==> src/rtl/aes_spi_pkg.sv <==
// -----------------------------------------------------------------------------
// aes_spi_pkg
// Shared types and constants for the AES SPI front end.
//   state_t         : one-hot FSM state encoding (IDLE, LOAD, START, BUSY, DONE)
//   BLK_W_DEF       : default AES block/key width
//   FRAME_W         : SPI frame width (plaintext followed by key)
//   CNT_W           : width of the received-bit counter (counts 0..FRAME_W)
//   SYNC_STAGES_DEF : default depth of each input synchronizer
// -----------------------------------------------------------------------------
package aes_spi_pkg;

  localparam int SYNC_STAGES_DEF = 2;
  localparam int BLK_W_DEF       = 128;
  localparam int FRAME_W         = 2 * BLK_W_DEF;
  localparam int CNT_W           = $clog2(FRAME_W + 1);

  typedef enum logic [4:0] {
    IDLE  = 5'b00001,
    LOAD  = 5'b00010,
    START = 5'b00100,
    BUSY  = 5'b01000,
    DONE  = 5'b10000
  } state_t;

endpackage

==> src/rtl/sync_bit.sv <==
// -----------------------------------------------------------------------------
// sync_bit
// Flop-chain synchronizer that brings one asynchronous bit into the clk domain.
// Ports:
//   i_clk   : system clock
//   i_reset : synchronous, active-high reset (chain clears to 0)
//   i_d     : asynchronous input
//   o_q     : synchronized output, STAGES clk cycles behind i_d
// -----------------------------------------------------------------------------
module sync_bit
  import aes_spi_pkg::*;
#(
  parameter int STAGES = SYNC_STAGES_DEF
) (
  input  logic i_clk,
  input  logic i_reset,
  input  logic i_d,
  output logic o_q
);

  logic [STAGES-1:0] r_chain;

  // Shift the asynchronous bit through the synchronizer chain.
  always_ff @(posedge i_clk) begin
    if (i_reset) begin
      r_chain <= {STAGES{1'b0}};
    end else begin
      r_chain <= {r_chain[STAGES-2:0], i_d};
    end
  end

  assign o_q = r_chain[STAGES-1];

endmodule

==> src/rtl/aes_spi_frontend.sv <==
// -----------------------------------------------------------------------------
// aes_spi_frontend
// SPI slave front end for the AES core. Receives a 2*BLK_W-bit frame
// {plaintext, key} MSB first, pulses start to the core, captures the
// cyphertext when the core finishes and shifts it back out on o_sdo.
// SPI pins are asynchronous and oversampled in the single clk domain.
//
// Ports:
//   i_clk         : system clock
//   i_reset       : synchronous, active-high reset
//   i_sck         : SPI clock from MCU (async)
//   i_sdi         : SPI data in (async), sampled on sck rising edge
//   o_sdo         : SPI data out, advances after sck falling edges
//   i_load        : frame strobe from MCU (async), high while loading
//   o_done        : result ready, high until the next load
//   o_key         : key to the core
//   o_plaintext   : plaintext to the core
//   o_start       : one-clk start pulse to the core
//   i_core_done   : core result valid (level or pulse)
//   i_cyphertext  : core result, valid while i_core_done is high
//
// Configuration macro:
//   AES_SPI_LEN_CHECK_EN : when defined, a frame whose bit count is not
//                          exactly 2*BLK_W is dropped (back to IDLE, no start).
// -----------------------------------------------------------------------------
module aes_spi_frontend
  import aes_spi_pkg::*;
#(
  parameter int SYNC_STAGES = SYNC_STAGES_DEF,
  parameter int BLK_W       = BLK_W_DEF
) (
  input  logic             i_clk,
  input  logic             i_reset,
  input  logic             i_sck,
  input  logic             i_sdi,
  output logic             o_sdo,
  input  logic             i_load,
  output logic             o_done,
  output logic [BLK_W-1:0] o_key,
  output logic [BLK_W-1:0] o_plaintext,
  output logic             o_start,
  input  logic             i_core_done,
  input  logic [BLK_W-1:0] i_cyphertext
);

  localparam int FRM_W  = 2 * BLK_W;
  localparam int CNT_WL = $clog2(FRM_W + 1);
  localparam logic [CNT_WL-1:0] CNT_FULL = CNT_WL'(FRM_W);
  localparam logic [CNT_WL-1:0] CNT_ONE  = CNT_WL'(1);

  // Synchronized pins and their edge strobes
  logic w_sck_s;
  logic w_sdi_s;
  logic w_load_s;
  logic r_sck_d;
  logic r_load_d;
  logic w_sck_rise;
  logic w_sck_fall;
  logic w_load_rise;
  logic w_load_fall;

  // FSM
  state_t r_state;
  state_t w_state_nxt;

  // Datapath
  logic [CNT_WL-1:0] r_bitcnt;
  logic [CNT_WL-1:0] w_bitcnt_nxt;
  logic [FRM_W-1:0]  r_shreg;
  logic [FRM_W-1:0]  w_shreg_nxt;
  logic [BLK_W-1:0]  r_outreg;
  logic [BLK_W-1:0]  r_key;
  logic [BLK_W-1:0]  r_plaintext;
  logic              r_start;
  logic              r_done;
  logic              w_len_ok;

  // Decoded actions from the FSM output process
  logic w_start_nxt;
  logic w_done_nxt;
  logic w_latch;
  logic w_capture;
  logic w_enter_load;
  logic w_shift_out;

  sync_bit #(.STAGES(SYNC_STAGES)) u_sync_sck (
    .i_clk   (i_clk),
    .i_reset (i_reset),
    .i_d     (i_sck),
    .o_q     (w_sck_s)
  );

  sync_bit #(.STAGES(SYNC_STAGES)) u_sync_sdi (
    .i_clk   (i_clk),
    .i_reset (i_reset),
    .i_d     (i_sdi),
    .o_q     (w_sdi_s)
  );

  sync_bit #(.STAGES(SYNC_STAGES)) u_sync_load (
    .i_clk   (i_clk),
    .i_reset (i_reset),
    .i_d     (i_load),
    .o_q     (w_load_s)
  );

  assign w_sck_rise  =  w_sck_s  & ~r_sck_d;
  assign w_sck_fall  = ~w_sck_s  &  r_sck_d;
  assign w_load_rise =  w_load_s & ~r_load_d;
  assign w_load_fall = ~w_load_s &  r_load_d;

  // Receive shifter: the bit arriving on this cycle's sck rise is folded in
  // before any latch decision, so a coincident load fall still sees it.
  always_comb begin
    w_shreg_nxt  = r_shreg;
    w_bitcnt_nxt = r_bitcnt;
    if ((r_state == LOAD) && w_sck_rise) begin
      w_shreg_nxt = {r_shreg[FRM_W-2:0], w_sdi_s};
      if (r_bitcnt != CNT_FULL) begin
        w_bitcnt_nxt = r_bitcnt + CNT_ONE;
      end else begin
        w_bitcnt_nxt = r_bitcnt;
      end
    end else begin
      w_shreg_nxt  = r_shreg;
      w_bitcnt_nxt = r_bitcnt;
    end
  end

`ifdef AES_SPI_LEN_CHECK_EN
  assign w_len_ok = (w_bitcnt_nxt == CNT_FULL);
`else
  assign w_len_ok = 1'b1;
`endif

  // FSM state register.
  always_ff @(posedge i_clk) begin
    if (i_reset) begin
      r_state <= IDLE;
    end else begin
      r_state <= w_state_nxt;
    end
  end

  // FSM next-state logic; a load rise in BUSY beats a simultaneous core_done.
  always_comb begin
    w_state_nxt = r_state;
    case (r_state)
      IDLE: begin
        w_state_nxt = w_load_s ? LOAD : IDLE;
      end
      LOAD: begin
        if (w_load_fall) begin
          w_state_nxt = w_len_ok ? START : IDLE;
        end else begin
          w_state_nxt = LOAD;
        end
      end
      START: begin
        w_state_nxt = BUSY;
      end
      BUSY: begin
        if (w_load_rise) begin
          w_state_nxt = LOAD;
        end else if (i_core_done) begin
          w_state_nxt = DONE;
        end else begin
          w_state_nxt = BUSY;
        end
      end
      DONE: begin
        w_state_nxt = w_load_rise ? LOAD : DONE;
      end
      default: begin
        w_state_nxt = IDLE;
      end
    endcase
  end

  // FSM output decode; everything here feeds registers so outputs stay glitch-free.
  always_comb begin
    w_start_nxt  = (w_state_nxt == START);
    w_done_nxt   = (w_state_nxt == DONE);
    w_latch      = (r_state == LOAD) && (w_state_nxt == START);
    w_capture    = (r_state == BUSY) && (w_state_nxt == DONE);
    w_enter_load = (w_state_nxt == LOAD) && (r_state != LOAD);
    w_shift_out  = (r_state == DONE) && (w_state_nxt == DONE) && w_sck_fall;
  end

  // Datapath registers: edge history, counters, shifters and core handoff.
  always_ff @(posedge i_clk) begin
    if (i_reset) begin
      r_sck_d     <= 1'b0;
      r_load_d    <= 1'b0;
      r_bitcnt    <= {CNT_WL{1'b0}};
      r_shreg     <= {FRM_W{1'b0}};
      r_outreg    <= {BLK_W{1'b0}};
      r_key       <= {BLK_W{1'b0}};
      r_plaintext <= {BLK_W{1'b0}};
      r_start     <= 1'b0;
      r_done      <= 1'b0;
    end else begin
      r_sck_d  <= w_sck_s;
      r_load_d <= w_load_s;
      r_start  <= w_start_nxt;
      r_done   <= w_done_nxt;
      r_shreg  <= w_shreg_nxt;

      if (w_enter_load) begin
        r_bitcnt <= {CNT_WL{1'b0}};
      end else begin
        r_bitcnt <= w_bitcnt_nxt;
      end

      if (w_latch) begin
        r_plaintext <= w_shreg_nxt[FRM_W-1:BLK_W];
        r_key       <= w_shreg_nxt[BLK_W-1:0];
      end

      // Clearing outreg on a new load keeps sdo low outside the readout phase.
      if (w_enter_load) begin
        r_outreg <= {BLK_W{1'b0}};
      end else if (w_capture) begin
        r_outreg <= i_cyphertext;
      end else if (w_shift_out) begin
        r_outreg <= {r_outreg[BLK_W-2:0], 1'b0};
      end
    end
  end

  assign o_sdo       = r_outreg[BLK_W-1];
  assign o_done      = r_done;
  assign o_start     = r_start;
  assign o_key       = r_key;
  assign o_plaintext = r_plaintext;

endmodule

==> config.mk <==
export PLATFORM = sky130hd
export DESIGN_NAME = aes_spi_frontend
export DESIGN_NICKNAME = d
export VERILOG_FILES = /design/src/rtl/aes_spi_pkg.sv /design/src/rtl/sync_bit.sv /design/src/rtl/aes_spi_frontend.sv
export SDC_FILE = /design/constraint.sdc
export NUM_CORES = 1
export LEC_CHECK = 0
export CAP_MARGIN = 20
export CELL_PAD_IN_SITES_DETAIL_PLACEMENT = 2
export CELL_PAD_IN_SITES_GLOBAL_PLACEMENT = 2
export CORE_MARGIN = 2
export CORE_UTILIZATION = 35
export CTS_BUF_LIST = sky130_fd_sc_hd__clkbuf_4 sky130_fd_sc_hd__clkbuf_8 sky130_fd_sc_hd__clkbuf_16
export CTS_CLUSTER_SIZE = 8
export DETAILED_ROUTE_END_ITERATION = 16
export PLACE_DENSITY = 0.86
export SLEW_MARGIN = 10
export SYNTH_ARGS = -nofsm -noshare
export SYNTH_HDL_FRONTEND = slang
export SYNTH_SLANG_ARGS = --single-unit
==> constraint.sdc <==
create_clock -name i_clk -period 4.7 [get_ports i_clk]
set_clock_uncertainty 0.2 [all_clocks]
set_input_delay 1.41 -clock i_clk [delete_from_list [all_inputs] [get_ports i_clk]]
set_output_delay 1.41 -clock i_clk [all_outputs]
set_load 0.1 [all_outputs]
==> results.toml, run 1 <==
[synthesis]
synth.avg_cell_area_um2 = 8.45
synth_warnings = 0
ys_ff_latch = 655
synthCells = 3192
synth_cell_types = 37
synth.cell_area_mm2 = 0.0270
synth_nets = 3326
synth-seq-area-share = 0.486

[run]
drv_cap = 0

[clock_tree]
clk_latency_ps = 630
cts_resized = 0
cts-root-buf = "clkbuf_16"
htree_levels = 3
cts_tree = "yes"
cts_setup_buffers = 0
path_clk_slew_ps = 50
cts_buffers = 91
cts.sinks = 655
postCtsHoldBufs = 0
clock_path_buffers = 3

[placed_design]
portBuffers = 392
finalWeightedCongestion = 0.759
hpwl_um = 57100
post-place-ws_ps = 1210

[cells_and_area]
drive_gt1_frac = 0.0981
syn2layout_area_growth_pct = 25.1
nNetsFinal = 3544
postLayoutCoreUtil = 0.444
n_fill_cell = 8240

[floorplan]
ios = 393
core_area_mm2 = 0.0761
start_util = 0.355
num_rows = 101
die_x_um = 282
die-area_mm2 = 0.0793
die_y_um = 282

[status]
status = "complete, no violations"

[sta]
layout_setup_ws_ps = 860
period_share = 0.817
slew_viol_final = 0
slew_headroom = 0.213
fmax_mhz = 260
period_needed_ps = 3840
tightest_slew_ps = 1180
setup_viol = 0
hold_viol = 0
rsz0062_at_grt = "false"
tns_ps = 0

[drt]
antenna_left = 0
wl_per_cell_um = 21.0
avgViaCountPerCell = 5.45
vias = 24300
dr.pass1.iters = 5
drt_iter0_markers = 1177
drc = 0
detail_route.wirelength_um = 93400

[worst_setup_path]
worst-setup-path-type = "reg2out"
crit_path_start_kind = "register"
required_ps = 3090
cp_slowest_cell = "clkdlybuf4s50_1"
cp_top_family = "buffers and inverters"
cp_max_fo = 2
cp.arrival_ps = 2230
slowest_delay_ps = 1250
worst-path-buf-inv = 1
worstSetupEndpointType = "output pin"
path_cells = "clkdlybuf4s50_1"

[power_and_ir_drop]
leakage_uw = 0.00991
power_density_mw_per_mm2 = 350
ir_drop_v = 0.000234

[global_route]
grt.overflow.total = 0
antenna_found_initial = 7
grt_max_degree = 172
gr-usage-all-layers = 0.226
first_global_vias = 26100
grt_pass1_wl_um = 145000

[worst_hold_path]
hp-class = "reg2reg"
final timing paths:
kind | cells after the start | start | to | slack [ps]
max | 1 | o_key[88] | o_key[88] | 860
min | 1 | u_sync_load.r_chain[0] | u_sync_load.r_chain[1] | 250
max reg2reg | 5 | r_state[4] | r_outreg[113] | 1620
min reg2reg | 1 | u_sync_load.r_chain[0] | u_sync_load.r_chain[1] | 250
per-stage QoR:
step | instance area [um^2] | instances | hold slack [ps] | power (uW)
final | 33700 | 4454 | 253 | 11800
after global routing | 33700 | 4453 | 266 | 12200
after CTS | 33700 | 4444 | 252 | 12000
after detailed placement | 31300 | 4346 | 234 | 6060
after global placement | 31300 | 4346 | 225 | 6050
after floorplan | 27000 | 3192 | 214 | 5870
placed cells by master (no fill, tap or decap), types with 13 or more instances in the layout:
cell / instances
a21oi_1: 257
a22o_1: 127
a22oi_1: 127
a311oi_1: 74
a311oi_2: 182
buf_12: 21
buf_4: 21
clkbuf_16: 93
clkdlybuf4s50_1: 387
dfxtp_1: 655
nand2_1: 1027
nor2_1: 390
nor2b_1: 13
where the power goes:
part,switching (uW),internal (uW),leakage (uW)
Combinational,246,131,0.00346
Sequential,5.74,5570,0.00527
Clock,2400,3470,0.00118
Total,2660,9170,0.00991
kinds of logic after synthesis:
| logic type | count (synthesis) | share of synthesized area |
|---|---|---|
| simple gates | 1444 | 0.204 |
| compound gates | 780 | 0.253 |
| flops | 655 | 0.486 |
| buf+inv | 310 | 0.0557 |
| xor+xnor | 2 | 0.000650 |
| mux | 1 | 0.000371 |
cells in the mapped netlist, drive strengths merged:
| cell type | n | share of area |
|---|---|---|
| nand2 | 1027 | 0.14 |
| dfxtp | 655 | 0.49 |
| nor2 | 390 | 0.054 |
| a21oi | 257 | 0.048 |
| a311oi | 256 | 0.13 |
| clkbuf | 191 | 0.027 |
| a22o | 127 | 0.041 |
| a22oi | 127 | 0.035 |
| buf | 114 | 0.028 |
| nor2b | 14 | 0.0032 |
| inv | 5 | 0.00070 |
| nor3 | 4 | 0.00093 |
| o21ai | 4 | 0.00074 |
| a31oi | 2 | 0.00046 |
| and3 | 2 | 0.00046 |
| o211ai | 2 | 0.00056 |
| xor2 | 2 | 0.00065 |
| a221oi | 1 | 0.00032 |
| a32oi | 1 | 0.00032 |
| and2 | 1 | 0.00023 |
| and3b | 1 | 0.00032 |
| and4bb | 1 | 0.00046 |
| mux2i | 1 | 0.00037 |
| nand2b | 1 | 0.00023 |
| nand3 | 1 | 0.00019 |
| nor4 | 1 | 0.00046 |
| nor4b | 1 | 0.00032 |
| o21a | 1 | 0.00028 |
| o221ai | 1 | 0.00032 |
| o41ai | 1 | 0.00032 |
sequential cells by signal, summed over array words and instances (netlist names):
name,cells
r_sck_d,1
o_done,1
r_load_d,1
u_sync_sck.r_chain,2
u_sync_load.r_chain,2
r_state,5
o_start,1
o_key,128
r_shreg,256
o_plaintext,128
r_outreg,128
u_sync_sdi.r_chain,2
layout make-up:
type,count,area (um^2),area share
antenna,9,22.5,0.000667
tap,1030,1290,0.0382
inverter,5,18.8,0.000556
sequential,655,13100,0.389
clock buffer,94,2330,0.0692
timing repair buffer,430,4470,0.132
multi-input combinational,2227,12400,0.369
clock inverter,4,61.3,0.00182
routing by layer:
layer | track usage | routed length [um] | vias up
met5 | 0 | 0 | -
met4 | 0.0822 | 3300 | 0
met3 | 0.0381 | 3090 | 193
met2 | 0.410 | 48100 | 407
met1 | 0.267 | 38900 | 12300
li1 | - | - | 11400
No activity file was read; power rests on OpenSTA's default activity.
==> run 2: changes to the inputs <==
--- a/config.mk
+++ b/config.mk
@@ -9,11 +9,11 @@
 export CELL_PAD_IN_SITES_DETAIL_PLACEMENT = 2
 export CELL_PAD_IN_SITES_GLOBAL_PLACEMENT = 2
 export CORE_MARGIN = 2
-export CORE_UTILIZATION = 35
+export CORE_UTILIZATION = 33
 export CTS_BUF_LIST = sky130_fd_sc_hd__clkbuf_4 sky130_fd_sc_hd__clkbuf_8 sky130_fd_sc_hd__clkbuf_16
 export CTS_CLUSTER_SIZE = 8
 export DETAILED_ROUTE_END_ITERATION = 16
-export PLACE_DENSITY = 0.86
+export PLACE_DENSITY = 0.82
 export SLEW_MARGIN = 10
 export SYNTH_ARGS = -nofsm -noshare
 export SYNTH_HDL_FRONTEND = slang
==> constraint.sdc (replaced) <==
create_clock -name i_clk -period 3.6 [get_ports i_clk]
set_clock_uncertainty 0.2 [all_clocks]
set_input_delay 1.08 -clock i_clk [delete_from_list [all_inputs] [get_ports i_clk]]
set_output_delay 1.08 -clock i_clk [all_outputs]
set_load 0.1 [all_outputs]
==> run 2 against run 1 <==
  * Final area down 0.75%
  * Via count about the same
  * Largest cell class unchanged
  * Power increased by 33%
  * Critical endpoint is now o_key[108]
  * Sequential cell count is the same
  * Critical path type is now reg2reg
  * First-iteration DRC count is 2.6% higher
  * Register-to-register slack got worse by 920 ps
  * Critical path depth up 4
  * Worst setup slack worse by 160 ps
  * Non-clock buffer count grew 16
  * Highest routed layer is now met5
  * Sequential power rose by 31%
  * Die area up 6.0%
==> results.toml, run 2 (synthesis gave the netlist of run 1 again) <==
[floorplan]
ios = 393
die_y_um = 290
num_rows = 104
core_area_mm2 = 0.0807
die_x_um = 290
die-area_mm2 = 0.0840
start_util = 0.334

[cells_and_area]
nNetsFinal = 3561
regArea_mm2 = 0.0131
final_area_mm2 = 0.0335
top_register = "r_shreg"
layout_commonest_cell = "nand2_1"
n_fill_cell = 8846
largest_register_ffs = 256
final_cell_mix = "nand2_1, dfxtp_1, nor2_1"
drive_gt1_frac = 0.178
syn2layout_area_growth_pct = 24.2
multiInputGateArea_mm2 = 0.0124

[worst_setup_path]
worst-setup-path-type = "reg2reg"
cp.arrival_ps = 3210
r2r-end = "o_key[108]"
worstSetupEndpointType = "register"
path_depth = 5
cp_max_fo = 31
path_cells = "nor2b_1, and3_4, buf_4, nor2_1, a311oi_1"
worstSetupStartpoint = "r_state[1]"
slowest_delay_ps = 760
crit_path_start_kind = "register"
cp_slowest_cell = "and3_4"
r2r_slack_ps = 700
required_ps = 3910
endpoint = "o_key[108]"
cp_top_family = "simple AND/OR/NAND/NOR gates"
reg2reg_from = "r_state[1]"
worst-path-buf-inv = 1
reg2reg_depth = 5

[sta]
fmax_mhz = 345
period_needed_ps = 2900
slew_headroom = 0.374
tns_ps = 0
period_share = 0.806
setup_viol = 0
slew_viol_final = 0
tightest_slew_ps = 939
rsz0062_at_grt = "false"
hold_viol = 0

[drt]
wl_per_cell_um = 20.6
antenna_left = 0
drt_iter0_markers = 1208
vias = 24300
drc = 0
avgViaCountPerCell = 5.38
dr.pass1.iters = 5
detail_route.wirelength_um = 92900

[placed_design]
placedInstanceArea_mm2 = 0.0310
finalWeightedCongestion = 0.768
portBuffers = 392
hpwl_um = 58200

[clock_tree]
htree_levels = 3
clock_path_buffers = 3
postCtsHoldBufs = 0
cts.sinks = 655
clk_latency_ps = 640
cts_setup_buffers = 0
cts_tree = "yes"
cts-root-buf = "clkbuf_16"
path_clk_slew_ps = 50
cts_resized = 0
cts_buffers = 92

[global_route]
first_global_vias = 26100
antenna_found_initial = 13
grt.overflow.total = 0
gr-usage-all-layers = 0.213
grt_pass1_wl_um = 147000
grt_max_degree = 166

[status]
status = "complete, no violations"

[power_and_ir_drop]
power_density_mw_per_mm2 = 468
power.total_uw = 15700
leakage_uw = 0.0106
ir_drop_v = 0.000391

[run]
drv_cap = 0

[worst_hold_path]
hp-class = "reg2reg"
run 2: cell type report:
cell class,count,area share
multi-input cells,2227,0.371
clock buffers,99,0.0721
repair buffers,446,0.121
clock inverters,4,0.00235
well taps,1060,0.0396
inverters,5,0.000560
flip-flops and latches,655,0.392
diodes,14,0.00105
run 2: power breakdown:
part           switching (uW)  internal [uW]  leakage (uW)
sequential               7.28           7270       0.00527
clock                    3150           4740       0.00123
combinational             324            183       0.00411
run 2: stage by stage:
| stage | setup WS, ps | util | hold WS (ps) | cells |
|---|---|---|---|---|
| floorplan | 1130 | - | 214 | 3192 |
| global placement | 592 | 0.383 | 231 | 4392 |
| detailed placement | 557 | 0.384 | 236 | 4393 |
| CTS | 693 | 0.415 | 248 | 4496 |
| global route | 554 | 0.415 | 267 | 4510 |
| finish | 699 | 0.415 | 241 | 4510 |
run 2: per-layer routing:
metal / up-vias / global-route usage / part of all wire
li1: 11400 / - / -
met1: 12300 / 0.254 / 0.42
met2: 390 / 0.381 / 0.51
met3: 156 / 0.0362 / 0.036
met4: 2 / 0.0838 / 0.031
met5: - / 0 / 0.00017
run 2: worst min-delay path by stage:
stage                           start                     end  slack, ps  cells past startpoint
6_report       u_sync_load.r_chain[0]  u_sync_load.r_chain[1]        240                      1
5_1_grt        u_sync_load.r_chain[0]  u_sync_load.r_chain[1]        270                      1
4_1_cts        u_sync_load.r_chain[0]  u_sync_load.r_chain[1]        250                      1
3_5_place_dp   u_sync_load.r_chain[0]  u_sync_load.r_chain[1]        240                      1
3_3_place_gp   u_sync_load.r_chain[0]  u_sync_load.r_chain[1]        230                      1
2_1_floorplan  u_sync_load.r_chain[0]  u_sync_load.r_chain[1]        210                      1
